[config.mk]
export PLATFORM = sky130hd
export DESIGN_NAME = hazard_ctrl_flat
export DESIGN_NICKNAME = d
export VERILOG_FILES = /design/src/rtl/pipe_ctrl_pkg.sv /design/src/rtl/hazard_ctrl_if.sv /design/src/rtl/load_use_detect.sv /design/src/rtl/hazard_ctrl.sv /design/src/flat_wrapper.sv
export SDC_FILE = /design/constraint.sdc
export NUM_CORES = 1
export LEC_CHECK = 0
export CAP_MARGIN = 10
export CORE_ASPECT_RATIO = 0.7
export CORE_MARGIN = 2
export CORE_UTILIZATION = 45
export DETAILED_ROUTE_END_ITERATION = 12
export GPL_ROUTABILITY_DRIVEN = 0
export HOLD_SLACK_MARGIN = 0.08
export PLACE_DENSITY = 0.82
export SLEW_MARGIN = 20
export SYNTH_ARGS = -nofsm -noshare
export SYNTH_HDL_FRONTEND = slang
export SYNTH_SLANG_ARGS = --single-unit
[constraint.sdc]
create_clock -name clk -period 6.6 [get_ports clk]
set_input_delay 1.32 -clock clk [delete_from_list [all_inputs] [get_ports clk]]
set_output_delay 1.32 -clock clk [all_outputs]
set_load 0.005 [all_outputs]
[src/rtl/pipe_ctrl_pkg.sv]
// rtl/pipe_ctrl_pkg.sv - shared pipeline-control encodings and widths
package pipe_ctrl_pkg;

    localparam int REG_W = 5;

    // Hazard FSM state encodings; code 3 is never entered deliberately
    localparam logic [1:0] ST_RUN      = 2'd0;
    localparam logic [1:0] ST_FLUSH    = 2'd1;
    localparam logic [1:0] ST_MEM_WAIT = 2'd2;

    // ALU control codes seen in ID/EX; a bubble loads ALU_NOP
    localparam logic [1:0] ALU_NOP = 2'b00;
    localparam logic [1:0] ALU_JC  = 2'b10;
    localparam logic [1:0] ALU_JZ  = 2'b11;

    localparam logic [15:0] STALL_MAX = 16'hFFFF;

endpackage

[src/rtl/hazard_ctrl_if.sv]
// rtl/hazard_ctrl_if.sv - pipeline-side hazard signals and control outputs
interface hazard_ctrl_if
    import pipe_ctrl_pkg::*;
#(
    parameter int REG_W = pipe_ctrl_pkg::REG_W
);
    logic             id_valid;
    logic [REG_W-1:0] id_rs;
    logic [REG_W-1:0] id_rt;
    logic             id_uses_rt;
    logic             ex_mem_read;
    logic [REG_W-1:0] ex_rd;
    logic             ex_branch;
    logic             ex_taken;
    logic             mem_busy;
    logic             cnt_clr;

    logic             pc_write;
    logic             ifid_write;
    logic             ifid_flush;
    logic             idex_bubble;
    logic             pipe_freeze;
    logic [1:0]       state;
    logic [15:0]      stall_cnt;

    // Pipeline datapath side: supplies stage status, consumes controls
    modport master (
        output id_valid, id_rs, id_rt, id_uses_rt, ex_mem_read, ex_rd,
               ex_branch, ex_taken, mem_busy, cnt_clr,
        input  pc_write, ifid_write, ifid_flush, idex_bubble, pipe_freeze,
               state, stall_cnt
    );

    // Hazard controller side
    modport slave (
        input  id_valid, id_rs, id_rt, id_uses_rt, ex_mem_read, ex_rd,
               ex_branch, ex_taken, mem_busy, cnt_clr,
        output pc_write, ifid_write, ifid_flush, idex_bubble, pipe_freeze,
               state, stall_cnt
    );
endinterface

[src/rtl/load_use_detect.sv]
// rtl/load_use_detect.sv - combinational LW-to-use register hazard compare
module load_use_detect
    import pipe_ctrl_pkg::*;
#(
    parameter int REG_W = pipe_ctrl_pkg::REG_W
) (
    input  logic             i_id_valid,
    input  logic [REG_W-1:0] i_id_rs,
    input  logic [REG_W-1:0] i_id_rt,
    input  logic             i_id_uses_rt,
    input  logic             i_ex_mem_read,
    input  logic [REG_W-1:0] i_ex_rd,
    output logic             o_hazard
);
    logic w_rs_hit;
    logic w_rt_hit;

    // Register 0 is hard-wired, so a load targeting it never creates a dependency
    assign w_rs_hit = (i_ex_rd == i_id_rs);
    assign w_rt_hit = i_id_uses_rt & (i_ex_rd == i_id_rt);
    assign o_hazard = i_id_valid & i_ex_mem_read & (i_ex_rd != '0) & (w_rs_hit | w_rt_hit);
endmodule

[src/rtl/hazard_ctrl.sv]
// rtl/hazard_ctrl.sv - pipeline stall/flush/freeze controller FSM
module hazard_ctrl
    import pipe_ctrl_pkg::*;
#(
    parameter int FLUSH_CYCLES = 2,
    parameter int REG_W        = pipe_ctrl_pkg::REG_W
) (
    input  logic         clk,
    input  logic         rst_n,
    hazard_ctrl_if.slave bus
);
    logic [1:0]  r_state;
    logic [1:0]  r_flush_cnt;
    logic [15:0] r_stall_cnt;

    logic        w_load_use;
    logic        w_taken;
    logic [1:0]  w_next_state;
    logic [1:0]  w_next_flush_cnt;
    logic        w_pc_write;
    logic        w_ifid_write;
    logic        w_ifid_flush;
    logic        w_idex_bubble;
    logic        w_pipe_freeze;

    load_use_detect #(.REG_W(REG_W)) u_load_use (
        .i_id_valid    (bus.id_valid),
        .i_id_rs       (bus.id_rs),
        .i_id_rt       (bus.id_rt),
        .i_id_uses_rt  (bus.id_uses_rt),
        .i_ex_mem_read (bus.ex_mem_read),
        .i_ex_rd       (bus.ex_rd),
        .o_hazard      (w_load_use)
    );

    assign w_taken = bus.ex_branch & bus.ex_taken;

    // Control outputs and next state: reset, then mem_busy, then jump, then load-use
    always_comb begin
        w_pc_write       = 1'b1;
        w_ifid_write     = 1'b1;
        w_ifid_flush     = 1'b0;
        w_idex_bubble    = 1'b0;
        w_pipe_freeze    = 1'b0;
        w_next_state     = r_state;
        w_next_flush_cnt = r_flush_cnt;
        if (!rst_n) begin
            w_pc_write       = 1'b0;
            w_ifid_write     = 1'b0;
            w_ifid_flush     = 1'b1;
            w_idex_bubble    = 1'b1;
            w_next_state     = ST_RUN;
            w_next_flush_cnt = 2'd0;
        end else if (bus.mem_busy) begin
            // Whole pipeline holds; a pending flush resumes once memory is ready
            w_pc_write    = 1'b0;
            w_ifid_write  = 1'b0;
            w_pipe_freeze = 1'b1;
            case (r_state)
                ST_FLUSH:            w_next_state = ST_FLUSH;
                ST_RUN, ST_MEM_WAIT: w_next_state = ST_MEM_WAIT;
                default:             w_next_state = ST_RUN;
            endcase
        end else begin
            case (r_state)
                ST_FLUSH: begin
                    // EX holds a bubble here, so neither jumps nor load-use apply
                    w_ifid_flush  = 1'b1;
                    w_idex_bubble = 1'b1;
                    if (r_flush_cnt <= 2'd1) begin
                        w_next_state     = ST_RUN;
                        w_next_flush_cnt = 2'd0;
                    end else begin
                        w_next_flush_cnt = r_flush_cnt - 2'd1;
                    end
                end
                ST_RUN, ST_MEM_WAIT: begin
                    w_next_state = ST_RUN;
                    if (w_taken) begin
                        w_ifid_flush  = 1'b1;
                        w_idex_bubble = 1'b1;
                        if (FLUSH_CYCLES > 1) begin
                            w_next_state     = ST_FLUSH;
                            w_next_flush_cnt = 2'(FLUSH_CYCLES - 1);
                        end
                    end else if (w_load_use) begin
                        w_pc_write    = 1'b0;
                        w_ifid_write  = 1'b0;
                        w_idex_bubble = 1'b1;
                    end
                end
                default: begin
                    w_next_state     = ST_RUN;
                    w_next_flush_cnt = 2'd0;
                end
            endcase
        end
    end

    // FSM state and remaining-flush counter
    always_ff @(posedge clk or negedge rst_n) begin
        if (!rst_n) begin
            r_state     <= ST_RUN;
            r_flush_cnt <= 2'd0;
        end else begin
            r_state     <= w_next_state;
            r_flush_cnt <= w_next_flush_cnt;
        end
    end

    // Saturating count of cycles in which the PC did not advance
    always_ff @(posedge clk or negedge rst_n) begin
        if (!rst_n) begin
            r_stall_cnt <= 16'd0;
        end else if (bus.cnt_clr) begin
            r_stall_cnt <= 16'd0;
        end else if (!w_pc_write && (r_stall_cnt != STALL_MAX)) begin
            r_stall_cnt <= r_stall_cnt + 16'd1;
        end
    end

    assign bus.pc_write    = w_pc_write;
    assign bus.ifid_write  = w_ifid_write;
    assign bus.ifid_flush  = w_ifid_flush;
    assign bus.idex_bubble = w_idex_bubble;
    assign bus.pipe_freeze = w_pipe_freeze;
    assign bus.state       = r_state;
    assign bus.stall_cnt   = r_stall_cnt;
endmodule

[src/flat_wrapper.sv]
// flat-port wrapper written by rule: the top's interface ports become plain ports
module hazard_ctrl_flat import pipe_ctrl_pkg::*;
#(
    parameter int FLUSH_CYCLES = 2,
    parameter int REG_W        = pipe_ctrl_pkg::REG_W
)
  (clk, rst_n, bus_id_valid, bus_id_rs, bus_id_rt, bus_id_uses_rt, bus_ex_mem_read, bus_ex_rd, bus_ex_branch, bus_ex_taken, bus_mem_busy, bus_cnt_clr, bus_pc_write, bus_ifid_write, bus_ifid_flush, bus_idex_bubble, bus_pipe_freeze, bus_state, bus_stall_cnt);
  hazard_ctrl_if #(.REG_W(REG_W)) bus_i ();
  input  logic clk;
  input  logic rst_n;
  input wire logic [$bits(bus_i.id_valid)-1:0] bus_id_valid;
  input wire logic [$bits(bus_i.id_rs)-1:0] bus_id_rs;
  input wire logic [$bits(bus_i.id_rt)-1:0] bus_id_rt;
  input wire logic [$bits(bus_i.id_uses_rt)-1:0] bus_id_uses_rt;
  input wire logic [$bits(bus_i.ex_mem_read)-1:0] bus_ex_mem_read;
  input wire logic [$bits(bus_i.ex_rd)-1:0] bus_ex_rd;
  input wire logic [$bits(bus_i.ex_branch)-1:0] bus_ex_branch;
  input wire logic [$bits(bus_i.ex_taken)-1:0] bus_ex_taken;
  input wire logic [$bits(bus_i.mem_busy)-1:0] bus_mem_busy;
  input wire logic [$bits(bus_i.cnt_clr)-1:0] bus_cnt_clr;
  output wire logic [$bits(bus_i.pc_write)-1:0] bus_pc_write;
  output wire logic [$bits(bus_i.ifid_write)-1:0] bus_ifid_write;
  output wire logic [$bits(bus_i.ifid_flush)-1:0] bus_ifid_flush;
  output wire logic [$bits(bus_i.idex_bubble)-1:0] bus_idex_bubble;
  output wire logic [$bits(bus_i.pipe_freeze)-1:0] bus_pipe_freeze;
  output wire logic [$bits(bus_i.state)-1:0] bus_state;
  output wire logic [$bits(bus_i.stall_cnt)-1:0] bus_stall_cnt;
  assign bus_i.id_valid = bus_id_valid;
  assign bus_i.id_rs = bus_id_rs;
  assign bus_i.id_rt = bus_id_rt;
  assign bus_i.id_uses_rt = bus_id_uses_rt;
  assign bus_i.ex_mem_read = bus_ex_mem_read;
  assign bus_i.ex_rd = bus_ex_rd;
  assign bus_i.ex_branch = bus_ex_branch;
  assign bus_i.ex_taken = bus_ex_taken;
  assign bus_i.mem_busy = bus_mem_busy;
  assign bus_i.cnt_clr = bus_cnt_clr;
  assign bus_pc_write = bus_i.pc_write;
  assign bus_ifid_write = bus_i.ifid_write;
  assign bus_ifid_flush = bus_i.ifid_flush;
  assign bus_idex_bubble = bus_i.idex_bubble;
  assign bus_pipe_freeze = bus_i.pipe_freeze;
  assign bus_state = bus_i.state;
  assign bus_stall_cnt = bus_i.stall_cnt;
  hazard_ctrl #(.FLUSH_CYCLES(FLUSH_CYCLES), .REG_W(REG_W)) u_core (.clk(clk), .rst_n(rst_n), .bus(bus_i));
endmodule
* After elaboration in Yosys (flattened, before gate mapping)
Index checks and enable logic that the tools add are counted.
Widths: inputs -> output; s select.
** Storage, ports and cells
- Bits in registers :: 20
- Bits in latches :: 0
- Memory bits (writable) :: 0
- Memory bits (read-only) :: 0
- Input port bits :: 24
- Output and inout bits :: 23
- Word-level logic and storage cells :: 56
- Memories :: 0
** Cells by class
- $add $sub $neg :: 2
- $mul :: 0
- Div/mod/pow operators :: 0
- Magnitude comparators :: 1
- Eq/ne operators :: 8
- Shifts and indexed selects :: 0
- Muxes and demuxes :: 29
- Bitwise operators :: 6
- Reductions and logical operators :: 7
** Operator list (count)
- $mux 16 :: 2
- $add 16x1->16 const B :: 1
- $ne 16x16->1 const B :: 1
- $mux 1 :: 15
- $mux 2 :: 7
- $pmux 2 s2 :: 3
- $eq 5x5->1 :: 2
- $and 1x1->1 :: 5
- $reduce_bool 5->1 :: 1
- $ne 4x3->1 const B :: 1
- $pmux 1 s2 :: 2
- $ne 3x2->1 const B :: 1
- $eq 2x1->1 const B :: 1
- $eq 2x2->1 const B :: 1
- $le 2x1->1 const B :: 1
- $logic_not 2->1 :: 1
- $ne 2x2->1 const B :: 1
- $reduce_and 2->1 :: 1
- $reduce_bool 2->1 :: 1
- $reduce_or 2->1 :: 1
- $sub 2x1->2 const B :: 1
- $logic_and 1x1->1 :: 1
- $logic_not 1->1 :: 1
- $or 1x1->1 :: 1

* Longest topological paths before layout
Gate-level depths: netlist of the first run.
- Depth after elaboration :: 13
- Gate-level depth with buffers :: 8
- Depth with buffers taken out :: 7

* Hierarchy
From an unflattened synthesis of the first run, not the netlist that was laid out.
** Second synthesis, totals
- Cell total of the unflattened synthesis :: 136
- Area total of the unflattened synthesis :: 1258.7 um^2
** Modules (own cells, without submodules)
- hazard_ctrl :: instances 1, cells each 119, area each 1124.8 um^2, seq. area each 500.5 um^2
- load_use_detect :: instances 1, cells each 17, area each 133.9 um^2, seq. area each 0.0 um^2

* Worst setup path after synthesis of the first run
OpenSTA, ideal clock, no wires.
- Path kind :: input to output
- Start :: input port bus_ex_rd[0]
- End :: output port bus_pc_write
- Arrival time :: 2.719 ns
- Required time :: 5.280 ns
- Setup slack :: 2.561 ns
- Cell stages on the path :: 6
- Buffers on the path :: 2
- Cell sequence :: or3_1 o311a_1 a311o_2 buf_6 inv_1 buf_4
** On the way
- Word-level cells in the longest chain between the ends :: 9
- Elaborated cells on any way between the ends :: 12
- Classes of those cells :: eq/ne: 2; mux: 5; bitwise: 4; reduce/logical: 1
** Ends and longest elaborated chain
- from (decl) :: line flat_wrapper.sv:16 : input wire logic [$bits(bus_i.ex_rd)-1:0] bus_ex_rd;
- $eq 5x5->1 :: line load_use_detect.sv:20 : assign w_rt_hit = i_id_uses_rt & (i_ex_rd == i_id_rt);
- $and 1x1->1 :: line load_use_detect.sv:20
- $or 1x1->1 :: line load_use_detect.sv:21 : assign o_hazard = i_id_valid & i_ex_mem_read & (i_ex_rd != '0) & (w_rs_hit | w_rt_hit);
- $and 1x1->1 (*) :: line load_use_detect.sv:21
- $mux 1 (*) (5 in series)
- to (decl) :: line flat_wrapper.sv:21 : output wire logic [$bits(bus_i.pc_write)-1:0] bus_pc_write;
Mark *: on every way between the ends. The rest lies on a longest branch, timed or not.

* Worst setup path in the final report of the first run
- Start :: input port bus_ex_rd[0]
- End :: output port bus_pc_write
** On the way
- Word-level cells in the longest chain between the ends :: 9
- Elaborated cells on any way between the ends :: 12
- Classes of those cells :: eq/ne: 2; mux: 5; bitwise: 4; reduce/logical: 1
** Ends and longest elaborated chain
- $eq 5x5->1 :: line load_use_detect.sv:20
- $and 1x1->1 :: line load_use_detect.sv:20
- $or 1x1->1 :: line load_use_detect.sv:21
- $and 1x1->1 (*) :: line load_use_detect.sv:21
- $mux 1 (*) :: line hazard_ctrl.sv:86 : end else if (w_load_use) begin
- $mux 1 (*) :: line hazard_ctrl.sv:79 : if (w_taken) begin
- $mux 1 (*) :: line hazard_ctrl.sv:65 : case (r_state)
- $mux 1 (*) :: line hazard_ctrl.sv:54 : end else if (bus.mem_busy) begin
- $mux 1 (*) :: line hazard_ctrl.sv:47 : if (!rst_n) begin
Marked as above.

==> flow_summary.json, run 1 <==
{
  "diodes": 0,
  "vias": 1174,
  "cts_hold_buf": 0,
  "worst_ep_arrival_time_ns": 3.63,
  "fin_tns_setup_ns": 0,
  "h-tree-depth": 1,
  "die_w_um": 67.2,
  "ys_warn_count": 0,
  "grt_pass1_wl_um": 5040,
  "critPathMaxStageDelay_ns": 0.51,
  "drv_slew": 0,
  "critPathLaunchType": "primary input",
  "ios": 47,
  "timing.final.crit_share_pct": 75.0,
  "holdWs_ns": 0.555,
  "start_util_pct": 46.2,
  "clk_pin_slew_ns": 0.06,
  "io_buffers": 46,
  "finClkSkew_ns": 0.00613,
  "slew_headroom_pct": 60.3,
  "r2r_start": "u_core.bus.stall_cnt[6]",
  "synth.net_count": 162,
  "synth_area_um2": 1260,
  "tightest_slew_ns": 0.594,
  "grt_use_total_pct": 21.0,
  "reg2reg_slack_ns": 4.38,
  "worstSetupPathType": "in -> out",
  "clock-sinks": 20,
  "post_synth.cell_area_avg_um2": 9.19,
  "post_drt_wl_per_cell_um": 14.3,
  "nFillCells": 237,
  "max-vdd-ir-drop_mv": 0.112,
  "seq_area_frac_synth_pct": 39.8,
  "p_per_area_nw_per_um2": 146,
  "synth_area_leaders": "dfrtp_1 40%, xnor2_1 8.3%, xor2_1 7.0%",
  "fmax_mhz": 202,
  "crit_top_cell": "clkdlybuf4s50_1",
  "layout.cells.non_filler": 218,
  "drt_pre_antenna_iters": 4,
  "grt_pass1_vias": 1102,
  "syn2layout_area_growth_pct": 40.4,
  "post-place-ws_ns": 1.64,
  "drive_gt1_share_pct": 7.69,
  "yosysUniqueCellTypes": 37,
  "run_status": "complete, no violations",
  "min_path_type": "reg -> reg",
  "worstSetupStartpoint": "bus_ex_rd[0]",
  "nets": 209,
  "overflow": 0,
  "layout_setup_ws_ns": 1.65,
  "drc_errors": 0,
  "period_needed_ns": 4.95,
  "setup_viol": 0,
  "cts_setup_buffers": 0,
  "power.total_mw": 0.259,
  "dp_hpwl_um": 2390,
  "cts_tree": "done",
  "path_max_fanout": 13,
  "wl_um": 3120,
  "critical_path_required_ns": 5.28,
  "power.leakage_nw": 0.699,
  "grt_max_degree": 24,
  "die_height_um": 48.3,
  "synth.largest_area_cell": "dfrtp_1",
  "worstSkewPairLatency_ns": 0.26,
  "cts_resized": 0,
  "clockBufferDepth": 2,
  "rows": 16,
  "cp_slowest_cell": "a311o_2",
  "dp_cells": 215,
  "synth_top_area_share_pct": 39.8,
  "core_um2": 2720,
  "antenna_found_initial": 0,
  "endpoint_kind": "primary output",
  "die_area_um2": 3240,
  "rsz0062_at_grt": "no",
  "maxCapViolations": 0,
  "path_cells": "clkdlybuf4s50_1, or3_1, o311a_1, a311o_2, inv_1, clkdlybuf4s50_1",
  "ys_ff_latch": 20,
  "hp-start": "u_core.r_flush_cnt[1]",
  "cts_inserted_buffers": 3,
  "ant_nets": 0,
  "syn-instance-count": 137,
  "drtIter0Drc": 48,
  "via_per_inst": 5.39,
  "hold_viol": 0,
  "clk_root_buffer_cell": "clkbuf_8"
}
-- registers in the layout, indices dropped and copies added (netlist names) --
| name | flops |
|---|---|
| u_core.bus.state | 2 |
| u_core.r_flush_cnt | 2 |
| u_core.bus.stall_cnt | 16 |
-- critical path, delay by kind of cell --
family          cells  cell delay [ns]
buf+inv             3             1.08
compound gates      2             0.84
simple gates        1             0.39
-- metrics by stage --
| step | area [µm²] | utilization, % |
|---|---|---|
| 2_1_floorplan | 1260 | - |
| 3_3_place_gp | 1730 | 63.4 |
| 3_5_place_dp | 1730 | 63.4 |
| 4_1_cts | 1770 | 64.9 |
| 5_1_grt | 1770 | 64.9 |
| 6_report | 1770 | 64.9 |
-- Yosys cell counts --
master	instances
nand2_2	1
a211oi_1	1
dlygate4sd1_1	1
nand4_1	5
nor2_1	22
a21oi_1	6
ha_1	1
and3_2	1
and2_1	1
nand3_1	10
nand2_1	8
nor2b_1	2
o311ai_0	1
nand3_4	1
o21ai_0	3
nand3b_1	1
or4_1	2
o311a_1	1
o31ai_1	2
dfrtp_1	20
and3_4	3
nor3_1	2
clkbuf_4	1
and2_2	1
mux2i_1	1
nand4b_1	1
xor2_1	10
and3_1	3
a311o_2	1
or3_1	2
a31o_2	1
xnor2_1	12
buf_6	2
or4_4	1
inv_1	4
buf_4	1
o22ai_1	1
-- per-layer routing --
layer	up-vias	GRT usage, %	routed length (µm)
met5	-	0	0
met4	0	4.90	40
met3	6	4.85	114
met2	26	36.4	1510
met1	573	27.4	1450
li1	569	-	-
-- power by group --
group | switching (mW) | internal, mW
registers | 0.00349 | 0.125
logic | 0.0220 | 0.0294
clock network | 0.0377 | 0.0407
-- layout by cell type (no fill, tap or decap), types with 2 or more instances in the layout --
master and count:
clkdlybuf4s50_1 46, nor2_1 22, dfrtp_1 20, xnor2_1 12
nand3_1 10, xor2_1 10, nand2_1 8, a21oi_1 6
nand4_1 5, inv_1 4, o21ai_0 3, and3_4 3
and3_1 3, clkbuf_8 3, or3_1 2, nor2b_1 2
nor3_1 2, o31ai_1 2, or4_1 2
-- cells by family after synthesis --
family / share of synthesized area, %
xor+xnor: 15.3
buf+inv: 4.87
compound gates: 8.95
flops: 39.8
mux: 0.795
simple gates: 29.3
fa+ha+maj: 0.994
-- layout make-up --
type                    count  area [µm²]  share of cell area (%)
flip-flops and latches     20         500                    28.3
repair buffers             47         468                    26.5
inverters                   4        15.0                   0.850
multi-input cells         108         697                    39.4
clock buffers               3        41.3                    2.34
well taps                  36        45.0                    2.55
-- path summary, 6_finish.rpt --
kind	end	cells after the start
setup / recovery	bus_pc_write	6
hold / removal	u_core.r_flush_cnt[1]	2
setup reg to reg	u_core.bus.stall_cnt[1]	7
hold reg to reg	u_core.r_flush_cnt[1]	2
max in group asynchronous	u_core.bus.stall_cnt[4]	2
min in group asynchronous	u_core.bus.stall_cnt[11]	2
(Power assumes the default switching activity.)
==> inputs of run 2 (changes only) <==
--- a/config.mk
+++ b/config.mk
@@ -8,11 +8,11 @@
 export CAP_MARGIN = 10
 export CORE_ASPECT_RATIO = 0.7
 export CORE_MARGIN = 2
-export CORE_UTILIZATION = 45
+export CORE_UTILIZATION = 44
 export DETAILED_ROUTE_END_ITERATION = 12
 export GPL_ROUTABILITY_DRIVEN = 0
 export HOLD_SLACK_MARGIN = 0.08
-export PLACE_DENSITY = 0.82
+export PLACE_DENSITY = 0.81
 export SLEW_MARGIN = 20
 export SYNTH_ARGS = -nofsm -noshare
 export SYNTH_HDL_FRONTEND = slang
==> constraint.sdc (replaced) <==
create_clock -name clk -period 5.11 [get_ports clk]
set_input_delay 1.022 -clock clk [delete_from_list [all_inputs] [get_ports clk]]
set_output_delay 1.022 -clock clk [all_outputs]
set_load 0.005 [all_outputs]
==> flow_summary.json, run 2 (synthesized netlist as in run 1, its figures left out) <==
{
  "run_status": "complete, no violations",
  "crit_end": "bus_ifid_write",
  "diodes": 0,
  "drc_errors": 0,
  "worstSetupPathType": "in -> out",
  "clk_root_buffer_cell": "clkbuf_8",
  "clockBufferDepth": 2,
  "timing.rr.end": "u_core.bus.stall_cnt[1]",
  "drive_gt1_share_pct": 7.69,
  "layout_commonest_cell": "clkdlybuf4s50_1",
  "start_util_pct": 45.6,
  "grt_pass1_wl_um": 5670,
  "slew_headroom_pct": 59.9,
  "cts_resized": 0,
  "post_drt_wl_per_cell_um": 14.9,
  "cts_tree": "done",
  "fin_tns_setup_ns": 0,
  "worstSetupStartpoint": "bus_ex_rd[0]",
  "largest_reg_flops": 16,
  "hold_viol": 0,
  "fmax_mhz": 230,
  "reg2reg_slack_ns": 2.88,
  "nets": 209,
  "min_path_type": "reg -> reg",
  "drtIter0Drc": 62,
  "finClkSkew_ns": 0.00325,
  "grt_max_degree": 23,
  "post-place-ws_ns": 0.749,
  "period_needed_ns": 4.35,
  "maxCapViolations": 0,
  "cts_hold_buf": 0,
  "rows": 16,
  "ant_nets": 0,
  "die_w_um": 67.9,
  "p_per_area_nw_per_um2": 190,
  "critPathLaunchType": "primary input",
  "core_um2": 2760,
  "r2r_start": "u_core.bus.stall_cnt[6]",
  "wl_um": 3260,
  "setup_viol": 0,
  "layout_setup_ws_ns": 0.758,
  "drt_pre_antenna_iters": 4,
  "h-tree-depth": 1,
  "rr_worst_depth": 7,
  "worst_ep_arrival_time_ns": 3.33,
  "hp-start": "u_core.r_flush_cnt[1]",
  "dp_hpwl_um": 2550,
  "path_max_fanout": 13,
  "max-vdd-ir-drop_mv": 0.143,
  "power.leakage_nw": 0.699,
  "rsz0062_at_grt": "no",
  "clk_pin_slew_ns": 0.07,
  "endpoint_kind": "primary output",
  "tightest_slew_ns": 0.599,
  "critical_path_required_ns": 4.09,
  "via_per_inst": 5.44,
  "overflow": 0,
  "antenna_found_initial": 0,
  "die_area_um2": 3310,
  "clock-sinks": 20,
  "drv_slew": 0,
  "cts_inserted_buffers": 3,
  "io_buffers": 46,
  "grt_use_total_pct": 22.7,
  "cts_setup_buffers": 0,
  "worstSkewPairLatency_ns": 0.26,
  "syn2layout_area_growth_pct": 40.4,
  "vias": 1187,
  "final_cell_mix": "46 x clkdlybuf4s50_1, 22 x nor2_1, 20 x dfrtp_1",
  "grt_pass1_vias": 1209,
  "ios": 47,
  "die_height_um": 48.8,
  "timing.final.crit_share_pct": 85.2
}
run 2: cell counts in the layout (fill, tap and decap cells not counted):
No cell type changed its count.
run 2: final cells by class:
cell class              count  area (µm²)
repair buffers             47         468
clock buffers               3        41.3
inverters                   4        15.0
multi-input cells         108         697
flip-flops and latches     20         500
well taps                  36        45.0
fillers                   217         996
run 2: critical path, stage by stage:
cell and delay [ns]:
clkdlybuf4s50_1 0.47, or3_1 0.41, o311a_1 0.31, a311o_2 0.51, inv_1 0.11, clkdlybuf4s50_1 0.50
run 2: stage by stage:
step	instances	hold slack (ns)	cell area, µm²	total power [mW]	utilization [%]
after CTS	218	0.553	1770	0.339	63.9
after global routing	218	0.595	1770	0.353	63.9
after detailed placement	215	0.537	1730	0.237	62.5
final	218	0.558	1770	0.336	63.9
after floorplan	137	0.498	1260	0.196	-
after global placement	215	0.519	1730	0.233	62.5
run 2: how the worst min path moves through the flow:
stage,end,cells after the start
3_3_place_gp,u_core.r_flush_cnt[1],2
5_1_grt,u_core.r_flush_cnt[1],2
6_report,u_core.r_flush_cnt[1],2
3_5_place_dp,u_core.r_flush_cnt[1],2
4_1_cts,u_core.r_flush_cnt[1],2
2_1_floorplan,u_core.r_flush_cnt[1],2
run 2: power by group:
group	total, mW	switching, mW	internal (mW)
clock	0.102	0.0495	0.0525
sequential	0.166	0.00458	0.162
combinational	0.0671	0.0290	0.0381
total	0.336	0.0831	0.252
run 2: layer usage:
metal	track usage, %	up-vias	wire length, µm	share of wire, %
li1	-	570	-	-
met1	28.1	575	1410	43
met2	38.0	33	1620	50
met3	6.05	9	172	5.3
met4	7.00	0	54	1.7
met5	0	-	0	0
==> inputs of run 3 (changes only) <==
--- a/config.mk
+++ b/config.mk
@@ -7,7 +7,7 @@
 export LEC_CHECK = 0
 export CAP_MARGIN = 10
 export CORE_ASPECT_RATIO = 0.7
-export CORE_MARGIN = 2
+export CORE_MARGIN = 5
 export CORE_UTILIZATION = 44
 export DETAILED_ROUTE_END_ITERATION = 12
 export GPL_ROUTABILITY_DRIVEN = 0
==> flow_summary.json, run 3 (synthesized netlist as in run 1, its figures left out) <==
{
  "hold_viol": 0,
  "crit_buf_inv": 3,
  "ios": 47,
  "cp_top_family": "buffers and inverters",
  "cp_slowest_cell": "a311o_2",
  "h-tree-depth": 1,
  "clock-sinks": 20,
  "grt_pass1_vias": 1233,
  "run_status": "complete, no violations",
  "final_cell_mix": "46 x clkdlybuf4s50_1, 22 x nor2_1, 20 x dfrtp_1",
  "dp_hpwl_um": 2790,
  "rsz0062_at_grt": "no",
  "clockBufferDepth": 2,
  "largest_reg_flops": 16,
  "diodes": 0,
  "via_per_inst": 5.45,
  "nets": 209,
  "endpoint_kind": "primary output",
  "placedInstanceArea_um2": 1730,
  "vias": 1194,
  "post_drt_wl_per_cell_um": 16.0,
  "critPathMaxStageDelay_ns": 0.52,
  "worstSetupPathType": "in -> out",
  "start_util_pct": 45.6,
  "antenna_found_initial": 0,
  "clk_root_buffer_cell": "clkbuf_8",
  "fin_area_um2": 1780,
  "ant_nets": 0,
  "cts_tree": "done",
  "core_um2": 2760,
  "worstSkewPairLatency_ns": 0.26,
  "grt_max_degree": 23,
  "drive_gt1_share_pct": 8.20,
  "path_max_fanout": 13,
  "cts_resized": 0,
  "fmax_mhz": 229,
  "wl_um": 3510,
  "drtIter0Drc": 84,
  "syn2layout_area_growth_pct": 41.5,
  "power.leakage_nw": 0.706,
  "drv_slew": 0,
  "setup_viol": 0,
  "overflow": 0,
  "io_buffers": 46,
  "grt_use_total_pct": 18.7,
  "crit_top_cell": "clkdlybuf4s50_1",
  "critical_path_required_ns": 4.09,
  "worst_ep_arrival_time_ns": 3.34,
  "cts_hold_buf": 0,
  "finClkSkew_ns": 0.00865,
  "layout_commonest_cell": "clkdlybuf4s50_1",
  "finish.utilization_pct": 64.4,
  "p_per_area_nw_per_um2": 199,
  "slew_headroom_pct": 61.3,
  "die_area_um2": 4050,
  "fin_tns_setup_ns": 0,
  "clk_pin_slew_ns": 0.07,
  "drc_errors": 0,
  "max-vdd-ir-drop_mv": 0.161,
  "min_path_type": "reg -> reg",
  "rows": 16,
  "tightest_slew_ns": 0.578,
  "period_needed_ns": 4.36,
  "cts_setup_buffers": 0,
  "maxCapViolations": 0,
  "nFillCells": 214,
  "drt_pre_antenna_iters": 4,
  "critPathLaunchType": "primary input",
  "die_height_um": 54.8,
  "grt_pass1_wl_um": 5740,
  "path_cells": "clkdlybuf4s50_1, or3_1, o311a_1, a311o_2, inv_1, clkdlybuf4s50_1",
  "cts_inserted_buffers": 3,
  "die_w_um": 73.9,
  "timing.final.crit_share_pct": 85.4
}
[run 3: power by group]
group / internal (mW) / switching [mW]
logic: 0.0380 / 0.0292
clock network: 0.0686 / 0.0515
registers: 0.162 / 0.00496
total: 0.268 / 0.0857
[run 3: layout make-up]
type                            instances  area, µm²  share of cell area [%]
Multi-Input combinational cell        108        697                    39.1
Sequential cell                        20        500                    28.1
Timing Repair Buffer                   47        468                    26.3
Clock buffer                            4       55.1                    3.09
Tap cell                               36       45.0                    2.53
Inverter                                4       15.0                   0.843
[run 3: worst register-to-register path, cell delays in order, from the launching register on]
cell     delay, ns
dfrtp_1       0.45
and3_4        0.24
and3_4        0.21
nand3_4       0.10
or4_4         0.64
nand2_2       0.19
mux2i_1       0.22
nor2_1        0.05
[run 3: metrics by stage]
stage          setup slack (ns)  hold slack (ns)  total power, mW  cells
3_3_place_gp              0.808            0.521            0.234    215
6_report                  0.745            0.548            0.354    219
5_1_grt                   0.668            0.573            0.368    219
2_1_floorplan              1.67            0.498            0.196    137
3_5_place_dp              0.751            0.530            0.236    215
4_1_cts                   0.753            0.547            0.357    219
[run 3: path summary, 6_finish.rpt]
check	startpoint	endpoint	slack, ns	cells past startpoint
min in group asynchronous	rst_n	u_core.bus.stall_cnt[9]	1.19	2
min reg2reg	u_core.r_flush_cnt[1]	u_core.r_flush_cnt[1]	0.55	2
min	u_core.r_flush_cnt[1]	u_core.r_flush_cnt[1]	0.55	2
max reg2reg	u_core.bus.stall_cnt[6]	u_core.bus.stall_cnt[1]	2.87	7
max	bus_ex_rd[0]	bus_pc_write	0.75	6
max in group asynchronous	rst_n	u_core.bus.stall_cnt[3]	3.69	2
[run 3: per-layer routing]
metal	wire length [µm]	track usage (%)	up-vias
li1	-	-	566
met1	1460	22.0	589
met2	1850	33.5	33
met3	145	5.14	6
met4	46	6.02	0
met5	0	0	-
